--- config.mk ---
export PLATFORM = sky130hd
export DESIGN_NAME = dump_console_tx_flat
export DESIGN_NICKNAME = d
export VERILOG_FILES = /design/src/rtl/dump_console_pkg.sv /design/src/rtl/dump_console_tx_if.sv /design/src/rtl/byte_fifo.sv /design/src/rtl/dump_console_tx.sv /design/src/flat_wrapper.sv
export SDC_FILE = /design/constraint.sdc
export NUM_CORES = 1
export LEC_CHECK = 0
export CORE_ASPECT_RATIO = 1.1
export CORE_MARGIN = 5
export CORE_UTILIZATION = 65
export CTS_BUF_LIST = sky130_fd_sc_hd__clkbuf_4 sky130_fd_sc_hd__clkbuf_8
export DETAILED_ROUTE_END_ITERATION = 7
export PLACE_DENSITY = 0.88
export SYNTH_ARGS = -nofsm -noshare
export SYNTH_HDL_FRONTEND = slang
export SYNTH_SLANG_ARGS = --single-unit
--- constraint.sdc ---
create_clock -name clk -period 5.2 [get_ports clk]
set_clock_uncertainty 0.1 [all_clocks]
set_input_delay 0.78 -clock clk [delete_from_list [all_inputs] [get_ports clk]]
set_output_delay 0.78 -clock clk [all_outputs]
set_load 0.05 [all_outputs]
--- src/rtl/dump_console_pkg.sv ---
// Shared types and constants for the debug console UART serialiser.
package dump_console_pkg;

  localparam int UART_DATA_BITS = 8;
  localparam int BIT_IDX_W      = $clog2(UART_DATA_BITS);

  typedef enum logic [1:0] {
    IDLE,
    START,
    DATA,
    STOP
  } tx_state_t;

endpackage

--- src/rtl/dump_console_tx_if.sv ---
// CPU-side strobes into the console and the serial/status lines coming back out.
interface dump_console_tx_if;
  import dump_console_pkg::*;

  logic                      dump_state;
  logic [UART_DATA_BITS-1:0] dump_char;
  logic                      halt;
  logic                      txd;
  logic                      tx_busy;
  logic                      fifo_full;
  logic                      overflow;
  logic                      drained;

  // CPU / bench side
  modport master (
    output dump_state, dump_char, halt,
    input  txd, tx_busy, fifo_full, overflow, drained
  );

  // Console side
  modport slave (
    input  dump_state, dump_char, halt,
    output txd, tx_busy, fifo_full, overflow, drained
  );

endinterface

--- src/rtl/byte_fifo.sv ---
// Synchronous FIFO with wrap-bit pointers; combinational read of the head entry.
module byte_fifo #(
  parameter int DEPTH = 4,
  parameter int WIDTH = 8
) (
  input  logic             clk,
  input  logic             reset_n,
  input  logic             push,
  input  logic             pop,
  input  logic [WIDTH-1:0] din,
  output logic [WIDTH-1:0] dout,
  output logic             full,
  output logic             empty
);

  localparam int PTR_W = $clog2(DEPTH);

  logic [PTR_W:0]   wr_ptr;
  logic [PTR_W:0]   rd_ptr;
  logic             wr_en;
  logic             rd_en;
  logic [WIDTH-1:0] mem [DEPTH];

  // Same index with differing wrap bits means the writer has lapped the reader.
  assign empty = (wr_ptr == rd_ptr);
  assign full  = (wr_ptr[PTR_W] != rd_ptr[PTR_W]) &&
                 (wr_ptr[PTR_W-1:0] == rd_ptr[PTR_W-1:0]);

  // A pop in the same cycle frees the slot, so a push into a full queue still lands.
  assign rd_en = pop && !empty;
  assign wr_en = push && (!full || rd_en);
  assign dout  = mem[rd_ptr[PTR_W-1:0]];

  // Pointer advance; wrap-around through the extra bit is silent.
  // NOTE: sequential state uses non-blocking assignments so every register
  // samples pre-edge values regardless of process ordering.
  always_ff @(posedge clk or negedge reset_n) begin
    if (!reset_n) begin
      wr_ptr <= '0;
      rd_ptr <= '0;
    end else begin
      if (wr_en) wr_ptr <= wr_ptr + 1'b1;
      if (rd_en) rd_ptr <= rd_ptr + 1'b1;
    end
  end

  // Storage write.
  // NOTE: the array has no reset; the pointers alone define which entries are
  // valid, and leaving it unreset lets it map onto plain RAM/register cells.
  always_ff @(posedge clk) begin
    if (wr_en) mem[wr_ptr[PTR_W-1:0]] <= din;
  end

endmodule

--- src/rtl/dump_console_tx.sv ---
// Debug console: edge-detects the CPU dump strobe, queues r2[7:0] and sends each
// character as a UART 8N1 frame; reports when everything has left the wire on halt.
module dump_console_tx #(
  parameter int CLKS_PER_BIT = 4,
  parameter int FIFO_DEPTH   = 4
) (
  input  logic               clk,
  input  logic               reset_n,
  dump_console_tx_if.slave   bus
);
  import dump_console_pkg::*;

  localparam int CNT_W = $clog2(CLKS_PER_BIT);

  tx_state_t                 state;
  tx_state_t                 state_d;
  logic [CNT_W-1:0]          baud_cnt;
  logic [CNT_W-1:0]          baud_cnt_d;
  logic [BIT_IDX_W-1:0]      bit_idx;
  logic [BIT_IDX_W-1:0]      bit_idx_d;
  logic [UART_DATA_BITS-1:0] shift_q;
  logic [UART_DATA_BITS-1:0] shift_d;
  logic                      txd_q;
  logic                      txd_d;
  logic                      baud_last;

  logic                      dump_prev;
  logic                      halt_seen;
  logic                      overflow_q;
  logic                      push;
  logic                      pop;
  logic                      fifo_full;
  logic                      fifo_empty;
  logic [UART_DATA_BITS-1:0] fifo_dout;

  assign push      = bus.dump_state && !dump_prev;
  assign baud_last = (baud_cnt == CNT_W'(CLKS_PER_BIT - 1));

  byte_fifo #(
    .DEPTH (FIFO_DEPTH),
    .WIDTH (UART_DATA_BITS)
  ) u_fifo (
    .clk     (clk),
    .reset_n (reset_n),
    .push    (push),
    .pop     (pop),
    .din     (bus.dump_char),
    .dout    (fifo_dout),
    .full    (fifo_full),
    .empty   (fifo_empty)
  );

  // Strobe history, sticky halt and sticky drop flag.
  always_ff @(posedge clk or negedge reset_n) begin
    if (!reset_n) begin
      dump_prev  <= 1'b0;
      halt_seen  <= 1'b0;
      overflow_q <= 1'b0;
    end else begin
      dump_prev <= bus.dump_state;
      if (bus.halt) halt_seen <= 1'b1;
      if (push && fifo_full && !pop) overflow_q <= 1'b1;
    end
  end

  // FSM state register plus the serial datapath and the registered txd.
  always_ff @(posedge clk or negedge reset_n) begin
    if (!reset_n) begin
      state    <= IDLE;
      baud_cnt <= '0;
      bit_idx  <= '0;
      shift_q  <= '0;
      txd_q    <= 1'b1;
    end else begin
      state    <= state_d;
      baud_cnt <= baud_cnt_d;
      bit_idx  <= bit_idx_d;
      shift_q  <= shift_d;
      txd_q    <= txd_d;
    end
  end

  // Next-state logic: baud pacing, bit sequencing and the queue pop.
  // NOTE: every signal gets a default before the case so no path leaves one
  // unassigned, which would otherwise infer a latch.
  always_comb begin
    state_d    = state;
    baud_cnt_d = baud_cnt;
    bit_idx_d  = bit_idx;
    shift_d    = shift_q;
    pop        = 1'b0;
    case (state)
      IDLE: begin
        if (!fifo_empty) begin
          pop        = 1'b1;
          shift_d    = fifo_dout;
          baud_cnt_d = '0;
          bit_idx_d  = '0;
          state_d    = START;
        end
      end
      START: begin
        if (baud_last) begin
          baud_cnt_d = '0;
          state_d    = DATA;
        end else begin
          baud_cnt_d = baud_cnt + 1'b1;
        end
      end
      DATA: begin
        if (baud_last) begin
          baud_cnt_d = '0;
          shift_d    = shift_q >> 1;
          if (bit_idx == BIT_IDX_W'(UART_DATA_BITS - 1)) begin
            state_d = STOP;
          end else begin
            bit_idx_d = bit_idx + 1'b1;
          end
        end else begin
          baud_cnt_d = baud_cnt + 1'b1;
        end
      end
      STOP: begin
        if (baud_last) begin
          baud_cnt_d = '0;
          state_d    = IDLE;
        end else begin
          baud_cnt_d = baud_cnt + 1'b1;
        end
      end
      default: state_d = IDLE;
    endcase
  end

  // Line level for the upcoming cycle, taken from the next state so the
  // registered txd lines up with the state it belongs to.
  always_comb begin
    txd_d = 1'b1;
    case (state_d)
      START:   txd_d = 1'b0;
      DATA:    txd_d = shift_d[0];
      default: txd_d = 1'b1;
    endcase
  end

  assign bus.txd       = txd_q;
  assign bus.tx_busy   = (state != IDLE);
  assign bus.fifo_full = fifo_full;
  assign bus.overflow  = overflow_q;
  assign bus.drained   = halt_seen && fifo_empty && (state == IDLE);

endmodule

--- src/flat_wrapper.sv ---
// flat-port wrapper written by rule: the top's interface ports become plain ports
module dump_console_tx_flat import dump_console_pkg::*;
#(
  parameter int CLKS_PER_BIT = 4,
  parameter int FIFO_DEPTH   = 4
)
  (clk, reset_n, bus_dump_state, bus_dump_char, bus_halt, bus_txd, bus_tx_busy, bus_fifo_full, bus_overflow, bus_drained);
  dump_console_tx_if bus_i ();
  input  logic clk;
  input  logic reset_n;
  input wire logic [$bits(bus_i.dump_state)-1:0] bus_dump_state;
  input wire logic [$bits(bus_i.dump_char)-1:0] bus_dump_char;
  input wire logic [$bits(bus_i.halt)-1:0] bus_halt;
  output wire logic [$bits(bus_i.txd)-1:0] bus_txd;
  output wire logic [$bits(bus_i.tx_busy)-1:0] bus_tx_busy;
  output wire logic [$bits(bus_i.fifo_full)-1:0] bus_fifo_full;
  output wire logic [$bits(bus_i.overflow)-1:0] bus_overflow;
  output wire logic [$bits(bus_i.drained)-1:0] bus_drained;
  assign bus_i.dump_state = bus_dump_state;
  assign bus_i.dump_char = bus_dump_char;
  assign bus_i.halt = bus_halt;
  assign bus_txd = bus_i.txd;
  assign bus_tx_busy = bus_i.tx_busy;
  assign bus_fifo_full = bus_i.fifo_full;
  assign bus_overflow = bus_i.overflow;
  assign bus_drained = bus_i.drained;
  dump_console_tx #(.CLKS_PER_BIT(CLKS_PER_BIT), .FIFO_DEPTH(FIFO_DEPTH)) u_core (.clk(clk), .reset_n(reset_n), .bus(bus_i));
endmodule
Word-level counts from Yosys, hierarchy flattened. Memories as Yosys holds them, arrays and structs flattened. Index checks and enable logic that the tools add are counted.

Add/sub/neg operators: 4. Equality and inequality tests: 13. Muxes and demuxes: 21. Reductions and logical operators: 19.

Operators by type and width (number): 2-to-1 mux 8 bit (2); case mux 8 bit (2 select lines) (1); 2-to-1 mux 2 bit (7); adder 3 x 1 -> 3 bit (second input constant) (3); 2-to-1 mux 3 bit (3); == test 2 bit (second input constant) (4); logical AND 1 bit (8); case mux 2 bit (4 select lines) (1); case mux 3 bit (2 select lines) (1); == test 2 x 1 -> 1 bit (second input constant) (2); logical NOT 1 bit (4); 2-to-1 mux 1 bit (4); inequality test 2 bit (second input constant) (2); case mux 2 bit (2 select lines) (1); AND reduction 4 bit (1); nonzero test 2 bit (2); == test 3 bit (1); == test 3 bit (second input constant) (1); AND reduction 3 bit (1); OR reduction 3 bit (1); adder 2 x 1 -> 2 bit (second input constant) (1); == test 2 bit (1); logical NOT 2 bit (1); inequality test 2 x 1 -> 1 bit (second input constant) (1); 3 further kinds (3).

Register bits: 25. Memory bits (writable): 32. Bits of input ports: 12. Output and inout port bits: 5. Memories kept: 1.

Memory list: u_core.u_fifo.mem (depth 4, bits a word 8, read ports 1, clocked after Yosys merged registers in 0, write ports 1, line byte_fifo.sv:22) `logic [WIDTH-1:0] mem [DEPTH];`.

Longest topological paths before layout. Gate-level depths: netlist of the first run.

Word-level depth: 8. Depth in mapped cells: 6. Mapped depth without buffers: 5.

Modules after synthesis. A second synthesis of the first run with hierarchy kept.

Cell total of the unflattened synthesis: 178. Area total of the unflattened synthesis: 2537.4 um2.

By module, submodules not included: byte_fifo (instances 1, cells each 89, area an instance 1607.8 um2, seq. area each 1111.1 um2); dump_console_tx (instances 1, cells each 89, area an instance 929.6 um2, seq. area each 476.7 um2).

Worst setup path before layout of the first run. Ideal clock, no wire load.

Path type: register to output. Start: register u_core.u_fifo.rd_ptr[0]. End: output bus_fifo_full. Data arrival time: 1.950 ns. Data required time: 4.320 ns. Slack: 2.370 ns. Stages on the path, launching flop included: 4. Buffers on the path: 1. Path through: dfrtp_1 -> buf_6 -> xor2_2 -> nor3_1.

Longest elaborated chain between the ends: 2.

RTL lines: start: declaration (line byte_fifo.sv:19) `logic [PTR_W:0] rd_ptr;`; start signal: assignment (line byte_fifo.sv:43) `if (rd_en) rd_ptr <= rd_ptr + 1'b1;`; == test 2 bit (line byte_fifo.sv:27) `(wr_ptr[PTR_W-1:0] == rd_ptr[PTR_W-1:0]);`; logical AND 1 bit (line byte_fifo.sv:26) `assign full = (wr_ptr[PTR_W] != rd_ptr[PTR_W]) &&`; end: declaration (line flat_wrapper.sv:16) `output wire logic [$bits(bus_i.fifo_full)-1:0] bus_fifo_full;`.

No other way between the ends.

Worst setup path in the final report of the first run.
Start: register u_core.u_fifo.rd_ptr[0]. End: output bus_drained.

Longest elaborated chain between the ends: 3.

RTL lines: == test 3 bit (line byte_fifo.sv:25) `assign empty = (wr_ptr == rd_ptr);`; logical AND 1 bit (2 in a row) (line dump_console_tx.sv:150) `assign bus.drained = halt_seen && fifo_empty && (state == IDLE);`; end: declaration (line flat_wrapper.sv:18) `output wire logic [$bits(bus_i.drained)-1:0] bus_drained;`.

No other way between the ends.

==> results.py, run 1 <==
metrics = {
    "placed_design": {
        "place_area_sq_um": 2720,
        "preCtsSetupSlack_ps": 1870,
        "place_inst": 224,
        "port-buffer-count": 16,
        "gp_congestion": 0.781,
        "place_hpwl_um": 2870,
    },
    "clocking": {
        "cts_buffers": 9,
        "hold_buffers": 0,
        "cts.clk_slew.worst_paths_ps": 70,
        "root_buffer": "clkbuf_8",
        "cts_setup_buffers": 0,
        "clockBufferDepth": 2,
        "cts_sinks": 57,
        "insertion_delay_ps": 330,
        "ctsHtreeMaxLevel": 3,
        "cts_resized": 0,
        "cts_tree": "built",
    },
    "routing": {
        "drc": 0,
        "num_vias": 1372,
        "first_pass_iters": 4,
        "wl_per_cell_um": 18.1,
        "detail-route-antenna-nets": 0,
        "viasPerCell": 5.72,
        "drt_iter0_drc": 32,
        "routed_wl_um": 4330,
    },
    "floorplanning": {
        "rows": 23,
        "die_w_um": 69.5,
        "coreArea_sq_um": 3710,
        "die_h_um": 75.5,
        "start_util_pct": 68.2,
        "io_pins": 17,
        "dieArea_sq_um": 5240,
    },
    "sta": {
        "finalSetupTns_ps": 0,
        "relSlewSlack_pct": 24.1,
        "setup_viol": 0,
        "rsz0062_at_grt": "no",
        "period_share_pct": 70.1,
        "min_period_ps": 3650,
        "layout_setup_ws_ps": 1550,
        "holdWs_ps": 373,
        "finalHoldViolations": 0,
        "tightest_slew_ps": 1130,
        "max_freq_ghz": 0.274,
        "slew_viol_final": 0,
    },
    "final_layout": {
        "utilization_pct": 79.1,
        "final_net_count": 205,
        "diodes": 0,
        "synthToLayoutAreaGrowth_pct": 16.1,
        "final_cells": 240,
        "drive_above_1_share_pct": 21.6,
        "stdcell_area_sq_um": 2940,
    },
    "synth": {
        "synth_warnings": 0,
        "syn-instance-count": 163,
        "synth_top_area_share_pct": 38.0,
        "yosysUniqueCellTypes": 41,
        "ys_seq_area_share_pct": 62.7,
        "synth_ff_type": "edfxtp_1",
        "synth_area_leaders": "edfxtp_1, dfrtp_1, mux4_2",
        "ys_ff_latch": 57,
        "synth_edf_count": 32,
        "synthTopCellsByCount": "edfxtp_1, dfrtp_1, nand2_1",
        "syn-cell-area_sq_um": 2530,
        "synth.most_common_cell": "edfxtp_1",
        "synth_area_per_cell_sq_um": 15.5,
        "synthArstFlopShare_pct": 43.9,
        "yosysTopAreaCell": "edfxtp_1",
        "syn-num-nets": 183,
    },
    "setup_path": {
        "crit_path_top_delay_cell": "dfrtp_1",
        "critPathMaxStageDelay_ps": 810,
        "reg2reg_to": "u_core.u_fifo.mem[1][7]$_DFFE_PP_",
        "cp_max_fo": 12,
        "r2r-start": "u_core.u_fifo.rd_ptr[0]$_DFFE_PN0P_",
        "cp_top_family": "flip-flops",
        "crit_required_ps": 4320,
        "arrival_ps": 2770,
        "path_buf_inv": 1,
        "path_cells": "xor2_2 -> nor3_2 -> and3_1 -> clkdlybuf4s50_1",
        "end_kind": "output port",
        "start_kind": "flop",
        "worstSetupPathType": "flop to output port",
        "r2r_cells": 3,
        "r2r_slack_ps": 2960,
    },
    "global_route": {
        "grt_pass1_vias": 1505,
        "grt.overflow.total": 0,
        "grt_max_degree": 26,
        "antenna_found_initial": 0,
        "track_usage_pct": 19.0,
        "grt_pass1_wl_um": 7200,
    },
    "hold_path": {
        "whs_endpoint": "u_core.halt_seen$_DFFE_PN0P_",
        "min_path_cells": 1,
        "hp-start": "u_core.halt_seen$_DFFE_PN0P_",
        "worstHoldPathType": "flop to flop",
    },
    "power_and_ir_drop": {
        "leakagePower_nw": 1.16,
        "p_per_area_nw_per_um2": 615,
        "peakVddDrop_v": 0.000555,
        "p_total_mw": 1.81,
    },
    "job": {
        "maxCapViolCount": 0,
    },
    "status": {
        "status": "complete, no violations",
    },
}
## power breakdown
part / internal [mW] / switching (mW) / leakage [nW] / total (mW)
Sequential: 0.599 / 0.143 / 0.590 / 0.742
Clock: 0.269 / 0.179 / 0.109 / 0.449
Combinational: 0.275 / 0.340 / 0.456 / 0.614
## registers in the layout, summed over array words and instances, names as in the netlist
register	cells
u_core.baud_cnt	2
u_core.halt_seen	1
u_core.bus.txd	1
u_core.state	2
u_core.u_fifo.rd_ptr	3
u_core.u_fifo.wr_ptr	3
u_core.dump_prev	1
u_core.bit_idx	3
u_core.shift_q	8
u_core.u_fifo.mem	32
u_core.bus.overflow	1
## worst register-to-register path, delay by kind of cell, from the launching register on
| kind | cells | cell delay [ps] |
|---|---|---|
| AOI/OAI and AO/OA | 1 | 280 |
| xor gates and xnor gates | 1 | 230 |
| DFF | 1 | 810 |
| and+or+nand+nor | 1 | 470 |
## final cells by class
| class | count | area, sq um |
|---|---|---|
| sequential | 57 | 1590 |
| tap | 50 | 62.6 |
| clock buffer | 9 | 124 |
| inverter | 5 | 18.8 |
| clock inverter | 7 | 95.1 |
| multi-input combinational | 96 | 890 |
| timing repair buffer | 16 | 160 |
| fill | 212 | 774 |
## cell usage in the layout, fill, tap and decap left out, types with 2 or more instances in the layout
| cell | Yosys | layout |
|---|---|---|
| a21o_1 | 6 | 6 |
| a21oi_1 | 2 | 2 |
| a22o_1 | 6 | 6 |
| and2_1 | 3 | 3 |
| and3_1 | 2 | 2 |
| bufinv_16 | 0 | 2 |
| clkbuf_8 | 0 | 9 |
| clkdlybuf4s50_1 | 0 | 16 |
| clkinv_2 | 0 | 2 |
| clkinv_4 | 0 | 2 |
| dfrtp_1 | 24 | 24 |
| edfxtp_1 | 32 | 32 |
| ha_1 | 8 | 8 |
| inv_1 | 3 | 3 |
| inv_2 | 2 | 2 |
| mux4_2 | 8 | 8 |
| nand2_1 | 16 | 16 |
| nand3_1 | 3 | 3 |
| nor2_1 | 6 | 6 |
| nor3b_1 | 2 | 2 |
| o21ai_0 | 3 | 3 |
| o21ai_1 | 4 | 4 |
| xnor2_1 | 5 | 5 |
| xnor2_2 | 2 | 2 |
| xor2_2 | 3 | 3 |
## routing by layer
metal  GRT usage (%)  vias up  wire length, um
met4            9.11        0               67
met1            20.2      692             1750
met2            34.6       30             2320
li1                -      643                -
met5               0        -                0
met3            6.46        7              195
## worst max-delay path by stage
| stage | startpoint | to | slack, ps | cells past startpoint |
|---|---|---|---|---|
| after floorplan | u_core.u_fifo.rd_ptr[0]$_DFFE_PN0P_ | bus_fifo_full | 2370 | 3 |
| after global placement | u_core.u_fifo.rd_ptr[0]$_DFFE_PN0P_ | bus_drained | 1910 | 4 |
| after detailed placement | u_core.u_fifo.rd_ptr[0]$_DFFE_PN0P_ | bus_drained | 1870 | 4 |
| after CTS | u_core.u_fifo.rd_ptr[0]$_DFFE_PN0P_ | bus_drained | 1500 | 4 |
| after global routing | u_core.u_fifo.rd_ptr[0]$_DFFE_PN0P_ | bus_drained | 1290 | 4 |
| final | u_core.u_fifo.rd_ptr[0]$_DFFE_PN0P_ | bus_drained | 1550 | 4 |
## logic make-up after synthesis
logic type / share of synthesized area, %
flip-flops: 62.7
adder cells (fa/ha/maj): 3.95
AO/OA/AOI/OAI: 9.94
XOR/XNOR: 5.29
multiplexers: 7.51
AND/OR/NAND/NOR: 8.45
buffers and inverters: 2.13
No activity file was read; power rests on OpenSTA's default activity.
==> run 2, diff against run 1 <==
Settings changed: CORE_UTILIZATION 65 to 55, PLACE_DENSITY 0.88 to 0.79.
Clock period 5.2 ns to 3.23 ns, I/O delays scaled along.
==> results.py, run 2 (same netlist as run 1, synthesis figures left out) <==
metrics = {
    "final_layout": {
        "seqCellArea_sq_um": 1590,
        "synthToLayoutAreaGrowth_pct": 16.7,
        "mostFrequentLayoutCells": "edfxtp_1, dfrtp_1, nand2_1",
        "nFillCells": 301,
        "largest_reg_flops": 32,
        "multi_input_area_sq_um": 890,
        "layout_commonest_cell": "edfxtp_1",
        "final_cells": 247,
        "final_net_count": 208,
        "diodes": 0,
        "drive_above_1_share_pct": 22.3,
    },
    "sta": {
        "max_freq_ghz": 0.355,
        "slew_viol_final": 0,
        "tightest_slew_ps": 522,
        "relSlewSlack_pct": 65.1,
        "finalHoldViolations": 0,
        "period_share_pct": 87.2,
        "finalSetupTns_ps": 0,
        "min_period_ps": 2820,
        "rsz0062_at_grt": "no",
        "setup_viol": 0,
    },
    "floorplanning": {
        "coreArea_sq_um": 4380,
        "dieArea_sq_um": 6060,
        "start_util_pct": 57.8,
        "rows": 25,
        "io_pins": 17,
        "die_h_um": 81.2,
        "die_w_um": 74.7,
    },
    "power_and_ir_drop": {
        "peakVddDrop_v": 0.000485,
        "p_total_mw": 2.88,
        "p_clk_share_pct": 24.1,
        "p_switching_mw": 1.04,
        "p_per_area_nw_per_um2": 977,
        "seq_power_share_pct": 39.2,
        "intPower_mw": 1.85,
        "pwr-share-comb_pct": 36.8,
        "leakagePower_nw": 1.17,
        "sw_frac_of_total_pct": 35.9,
    },
    "clocking": {
        "cts_sinks": 57,
        "cts_resized": 0,
        "cts.clk_slew.worst_paths_ps": 60,
        "hold_buffers": 0,
        "root_buffer": "clkbuf_8",
        "cts_buffers": 9,
        "cts_tree": "built",
        "insertion_delay_ps": 320,
        "cts_setup_buffers": 0,
        "ctsHtreeMaxLevel": 3,
        "clockBufferDepth": 2,
    },
    "setup_path": {
        "reg2reg_to": "u_core.u_fifo.mem[0][6]$_DFFE_PP_",
        "r2r-start": "u_core.state[1]$_DFF_PN0_",
        "start_kind": "flop",
        "r2r_cells": 4,
        "critPathMaxStageDelay_ps": 890,
        "path_cells": "xor2_2 -> nor3_1 -> clkdlybuf4s50_1",
        "crit_path_top_delay_cell": "clkdlybuf4s50_1",
        "cp_max_fo": 5,
        "worstSetupEndpoint": "bus_fifo_full",
        "path_buf_inv": 1,
        "arrival_ps": 2230,
        "end_kind": "output port",
        "crit_required_ps": 2650,
        "cp_top_family": "buffers and inverters",
        "r2r_slack_ps": 1160,
        "startpoint": "u_core.u_fifo.wr_ptr[1]$_DFFE_PN0P_",
        "worstSetupPathType": "flop to output port",
        "crit_cells": 3,
    },
    "status": {
        "status": "complete, no violations",
    },
    "global_route": {
        "grt.overflow.total": 0,
        "met2_usage_pct": 27.5,
        "antenna_found_initial": 0,
        "grt_pass1_wl_um": 7190,
        "grt_use_met3_pct": 4.21,
        "track_usage_pct": 16.7,
        "use_met1_pct": 19.9,
        "grt_max_degree": 26,
        "grt_pass1_vias": 1508,
        "grt.busiest_layer": "met2",
    },
    "routing": {
        "viasPerCell": 5.64,
        "routed_wl_um": 4130,
        "wl_per_cell_um": 16.7,
        "drc": 0,
        "first_pass_iters": 4,
        "detail-route-antenna-nets": 0,
        "drt_iter0_drc": 64,
        "num_vias": 1392,
    },
    "placed_design": {
        "place_hpwl_um": 2850,
        "gp_congestion": 0.729,
        "place_inst": 231,
        "port-buffer-count": 16,
    },
    "hold_path": {
        "hp-start": "u_core.halt_seen$_DFFE_PN0P_",
        "worstHoldPathType": "flop to flop",
    },
    "job": {
        "maxCapViolCount": 0,
    },
}
==> run 2: cell count changes in the layout (fill, tap and decap cells not counted), sizes merged <==
| cell | change |
|---|---|
| buf | +4 |
| clkdlybuf4s50 | -1 |
==> run 2: layout make-up <==
class | count | area share (%)
repair buffers | 19 | 6.10
inverters | 5 | 0.636
flip-flops and latches | 57 | 53.8
clock inverters | 7 | 2.88
well taps | 54 | 2.29
clock buffers | 9 | 4.19
multi-input cells | 96 | 30.1
==> run 2: per-layer routing <==
layer / routed length (um) / share of wire [%] / up-vias
li1: - / - / 655
met1: 1680 / 41 / 695
met2: 2130 / 52 / 31
met3: 221 / 5.3 / 11
met4: 102 / 2.5 / 0
met5: 0 / 0 / -
==> run 2: stage by stage <==
| stage | instance area [sq um] | setup slack (ps) | utilization [%] | hold WS [ps] |
|---|---|---|---|---|
| 2_1_floorplan | 2530 | 695 | - | 88.9 |
| 3_3_place_gp | 2740 | 856 | 62.7 | 346 |
| 3_5_place_dp | 2740 | 785 | 62.7 | 352 |
| 4_1_cts | 2950 | 424 | 67.4 | 368 |
| 5_1_grt | 2950 | 327 | 67.4 | 388 |
| 6_report | 2950 | 412 | 67.4 | 364 |
==> run 2: power groups by stage <==
stage | registers (mW) | clock network, mW | logic, mW
3_3_place_gp | 1.13 | 0 | 1.02
6_report | 1.13 | 0.694 | 1.06
5_1_grt | 1.16 | 0.744 | 1.18
2_1_floorplan | 1.14 | 0 | 0.830
3_5_place_dp | 1.15 | 0 | 1.07
4_1_cts | 1.13 | 0.709 | 1.08
==> run 2: worst min path at each step <==
stage                                          end  slack [ps]  cells past startpoint
floorplan           u_core.baud_cnt[0]$_DFFE_PN0P_          90                      0
global placement      u_core.halt_seen$_DFFE_PN0P_         350                      1
detailed placement    u_core.halt_seen$_DFFE_PN0P_         350                      1
CTS                   u_core.halt_seen$_DFFE_PN0P_         370                      1
finish                u_core.halt_seen$_DFFE_PN0P_         360                      1
global route          u_core.halt_seen$_DFFE_PN0P_         390                      1
